File: src/rtl/line_win_ctrl.sv
// line_win_ctrl: sequences pixels into a line buffer and reports which
// vertical window column (centre row/col) the buffer taps hold each cycle.
// After the last input line a synthetic all-zero line is pushed so the
// final image row also gets its windows.
module line_win_ctrl #(
  parameter int DATA_WIDTH = 8,
  parameter int IMG_WIDTH  = 640,
  parameter int IMG_HEIGHT = 480
) (
  input  logic                              clock,
  input  logic                              reset,
  input  logic                              pix_valid,
  input  logic                              pix_sof,
  input  logic [DATA_WIDTH-1:0]             pix_data,
  output logic                              pix_ready,
  output logic                              buf_clken,
  output logic [DATA_WIDTH-1:0]             buf_shiftin,
  output logic                              win_valid,
  output logic [$clog2(IMG_HEIGHT+1)-1:0]   win_row,
  output logic [$clog2(IMG_WIDTH+1)-1:0]    win_col,
  output logic                              win_border,
  output logic                              frame_done,
  output logic                              err_sof
);

  localparam int RW = $clog2(IMG_HEIGHT + 1);
  localparam int CW = $clog2(IMG_WIDTH + 1);
  localparam logic [CW-1:0] LAST_COL  = CW'(IMG_WIDTH - 1);
  localparam logic [RW-1:0] LAST_ROW  = RW'(IMG_HEIGHT - 1);
  localparam logic [RW-1:0] FLUSH_ROW = RW'(IMG_HEIGHT);

  typedef enum logic [1:0] {IDLE, FILL, RUN, FLUSH} state_t;

  state_t        state, state_next;
  logic [CW-1:0] col, col_next, col_adv;
  logic [RW-1:0] row, row_next, row_adv;
  logic          accept;
  logic          col_last;
  logic          err_det;
  logic          win_det;

  // FLUSH never takes input; reset also blocks acceptance.
  assign pix_ready = !reset && (state != FLUSH);
  assign accept    = pix_valid && pix_ready;
  assign col_last  = (col == LAST_COL);
  // A buffer shift at row >= 1 means the taps will hold a full column next cycle.
  assign win_det   = buf_clken && (row != '0);

  // Raster position one step ahead of the current one.
  always_comb begin
    col_adv = col + CW'(1);
    row_adv = row;
    if (col_last) begin
      col_adv = '0;
      row_adv = row + RW'(1);
    end
  end

  // Next-state, counter update and line-buffer drive.
  always_comb begin
    state_next  = state;
    col_next    = col;
    row_next    = row;
    buf_clken   = 1'b0;
    buf_shiftin = '0;
    err_det     = 1'b0;
    case (state)
      IDLE: begin
        if (accept) begin
          if (pix_sof) begin
            buf_clken  = 1'b1;
            col_next   = col_adv;
            row_next   = row_adv;
            state_next = col_last ? RUN : FILL;
          end else begin
            err_det = 1'b1;
          end
        end
      end
      FILL: begin
        if (accept) begin
          buf_clken = 1'b1;
          err_det   = pix_sof;
          col_next  = col_adv;
          row_next  = row_adv;
          if (col_last) state_next = RUN;
        end
      end
      RUN: begin
        if (accept) begin
          buf_clken = 1'b1;
          err_det   = pix_sof;
          col_next  = col_adv;
          row_next  = row_adv;
          if (col_last && (row == LAST_ROW)) state_next = FLUSH;
        end
      end
      FLUSH: begin
        buf_clken = 1'b1;
        col_next  = col_adv;
        row_next  = row_adv;
        if (col_last) begin
          state_next = IDLE;
          col_next   = '0;
          row_next   = '0;
        end
      end
      default: state_next = IDLE;
    endcase
    if (accept) buf_shiftin = pix_data;
    if (reset) buf_clken = 1'b0;
  end

  // State, raster counters and registered window/status outputs.
  always_ff @(posedge clock) begin
    if (reset) begin
      state      <= IDLE;
      col        <= '0;
      row        <= '0;
      win_valid  <= 1'b0;
      win_row    <= '0;
      win_col    <= '0;
      win_border <= 1'b0;
      frame_done <= 1'b0;
      err_sof    <= 1'b0;
    end else begin
      state      <= state_next;
      col        <= col_next;
      row        <= row_next;
      win_valid  <= win_det;
      win_row    <= win_det ? (row - RW'(1)) : '0;
      win_col    <= win_det ? col : '0;
      win_border <= win_det && ((row == RW'(1)) || (row == FLUSH_ROW) ||
                                (col == '0) || col_last);
      frame_done <= win_det && (row == FLUSH_ROW) && col_last;
      err_sof    <= err_det;
    end
  end

endmodule

File: config.mk
export PLATFORM = sky130hd
export DESIGN_NAME = line_win_ctrl
export DESIGN_NICKNAME = d
export VERILOG_FILES = /design/src/rtl/line_win_ctrl.sv
export SDC_FILE = /design/constraint.sdc
export NUM_CORES = 1
export LEC_CHECK = 0
export ABC_AREA = 1
export BUFFER_PORTS_ARGS = -buffer_cell sky130_fd_sc_hd__buf_4
export CAP_MARGIN = 20
export CORE_ASPECT_RATIO = 1.25
export CORE_UTILIZATION = 44
export DETAILED_ROUTE_END_ITERATION = 8
export PLACE_DENSITY = 0.66
export SYNTH_ARGS = -nofsm -noshare
export SYNTH_HDL_FRONTEND = slang
export SYNTH_SLANG_ARGS = --single-unit
export TNS_END_PERCENT = 30
File: constraint.sdc
create_clock -name clock -period 3.6 [get_ports clock]
set_input_delay 0.18 -clock clock [delete_from_list [all_inputs] [get_ports clock]]
set_output_delay 0.18 -clock clock [all_outputs]
set_load 0.02 [all_outputs]
==> run metrics <==
status completed; most frequent cells in the layout 55 x nand2_1, 53 x nor2_1, 44 x dfxtp_1, 44 x buf_4, 43 x inv_1; final setup violation count 0; Hold Fails Final Rpt 0; Skew-Pair Late Insertion Delay 300 ps; core area 5152 um2; WHS 133.6 ps; commonest non-fill, non-tap cell in the layout nand2_1; Synth Area in XOR/XNOR 3.319%; chip height 84.14 um; DRT Wirelength 4902 um; Yosys warnings 0; Critical Path RT 3420 ps; area fraction in compound gates after synthesis 9.009%; vias in the first global route 1870; Setup Skew 10.75 ps; peak supply drop 0.2579 mV; cts hold-fix bufs 0; Syn Area/Cell 7.421 um2; total iterations of the first detailed-routing run 4; PD cells 556.0 nW/um2; Crit Path Class reg2out; TritonCTS clock tree done; Mapped Cells 320; post-synth net total 344; largest family of logic cells by synthesized area simple AND/OR/NAND/NOR gates; first-pass GRT wire length 8286 um; Max Slew Vio Count 0; Slew HR 40.72%; antenna viol nets, final 0; routed len/inst 11.53 um; initial antenna violation count 0; Worst-path clk slew 90 ps; share of cells above drive strength 1 21.76%; LEAKAGE 1.312 nW; post-synthesis mux area share 0%; GRT Total Usage 18.77%; fraction of registers with async set/reset 0%; Vias per Instance 4.932; CP max FO 14; synthesized cell area 2375 um2; largest net degree at the start of global routing 23; register area share after synthesis 37.09%; crit path DAT 1890 ps; Netlist cell types 37; top_reg_cell synth dfxtp_1; DRC 0; full die area 5697 um2; synthesized flop and latch total 44; Root Buffer clkbuf_8; CP endpoint kind output pin; Clock Sinks 44; fin nets 386; PostCTS Resize Cnt 0; n_diodes 0; Post-CTS Setup Inserts 0; Buffers on Ports 44; First DRT Iteration DRCs 85; final cycle utilization of the critical path 57.49%; simple-gate share of the synthesized area 32.61%; Final min period 2070 ps; Fin Setup TNS 0 ps; RSZ-0062 raised after global routing no; Max Cap Violations 0; FMAX 0.4831 GHz; FP Rows 29; gr ovfl total 0; worst slew pin tran 889.0 ps; H-tree depth 2; Placer Congestion 0.8346; starting density of the core 46.09%; DR vias 2096; die width 67.71 um; HP Class in2reg; TritonCTS buffer count 5; nature of the critical path startpoint flop; adder-cell area share of the yosys netlist 6.322%; Ports 45; DP Wirelength 3751 um; area grow syn2layout 18.34%; EDFF count, synth 0; Max Root-Sink Buffers 2
[cell type report]
type / count / area, um2
sequential: 44 / 880.8
multi-input combinational: 221 / 1217
fill: 525 / 2342
inverter: 46 / 182.7
tap: 62 / 77.57
clock inverter: 2 / 38.79
timing repair buffer: 44 / 330.3
clock buffer: 6 / 82.58
[power by group]
part / internal (W) / leakage (nW) / switching [W]
Combinational: 0.000216 / 0.895 / 0.000386
Sequential: 0.000527 / 0.356 / 0.0000342
Clock: 0.000227 / 0.0614 / 0.000172
[per-layer routing]
layer / track usage, % / routed length [um] / share of wire [%] / vias up
met5: 0 / 0 / 0 / -
li1: - / - / - / 1092
met3: 4.212 / 218 / 4.4 / 11
met2: 29.52 / 2269 / 46 / 55
met4: 7.544 / 114 / 2.3 / 0
met1: 24.24 / 2299 / 47 / 938
[worst max-delay path, stage by stage (launching register included)]
cell and delay (ps):
dfxtp_1 390, ha_1 510, nor2_8 80, nand2_4 170, o21ai_1 80, nand3_1 90
clkinv_1 100, buf_4 170
[synth_stat cells (3+ instances only)]
cell      n  area, um2
nand4_1   7      43.79
nand2_2   5      31.28
nand3_1  25      125.1
nand2_4   4      45.04
ha_1     12      150.1
a21oi_1  12      60.06
nand2_1  55      206.5
dfxtp_1  44      880.8
nor2_1   53      198.9
xor2_1    8      70.07
nor3_1    5      25.02
buf_6     4      45.04
nor2_2    5      31.28
o21ai_2   3      26.28
o21ai_0  10      50.05
inv_1    43      161.4
[cell families (layout without fill, tap and decap cells)]
logic type	after synthesis	count (layout)
xor+xnor	9	9
compound gates	34	34
buf+inv	55	98
simple gates	166	166
flops	44	44
fa+ha+maj	12	12
[path summary, 6_finish.rpt]
path / startpoint / endpoint / slack [ps] / depth (start not counted)
max: state[0] / buf_clken / 1530 / 7
min: pix_sof / err_sof / 130 / 3
max reg2reg: state[0] / win_col[9] / 1590 / 8
min reg2reg: col[4] / win_col[4] / 470 / 2
[metrics by stage]
step | instances | util (%) | cell area (um2) | setup WS [ps] | total power [W]
3_5_place_dp | 417 | 52.19 | 2689 | 1578 | 0.001179
5_1_grt | 425 | 54.54 | 2810 | 1379 | 0.001676
4_1_cts | 425 | 54.54 | 2810 | 1528 | 0.001575
3_3_place_gp | 417 | 52.19 | 2689 | 1634 | 0.001168
2_1_floorplan | 320 | - | 2375 | 1971 | 0.001070
6_report | 425 | 54.54 | 2810 | 1530 | 0.001562
Power figures use the tool's default switching activity.
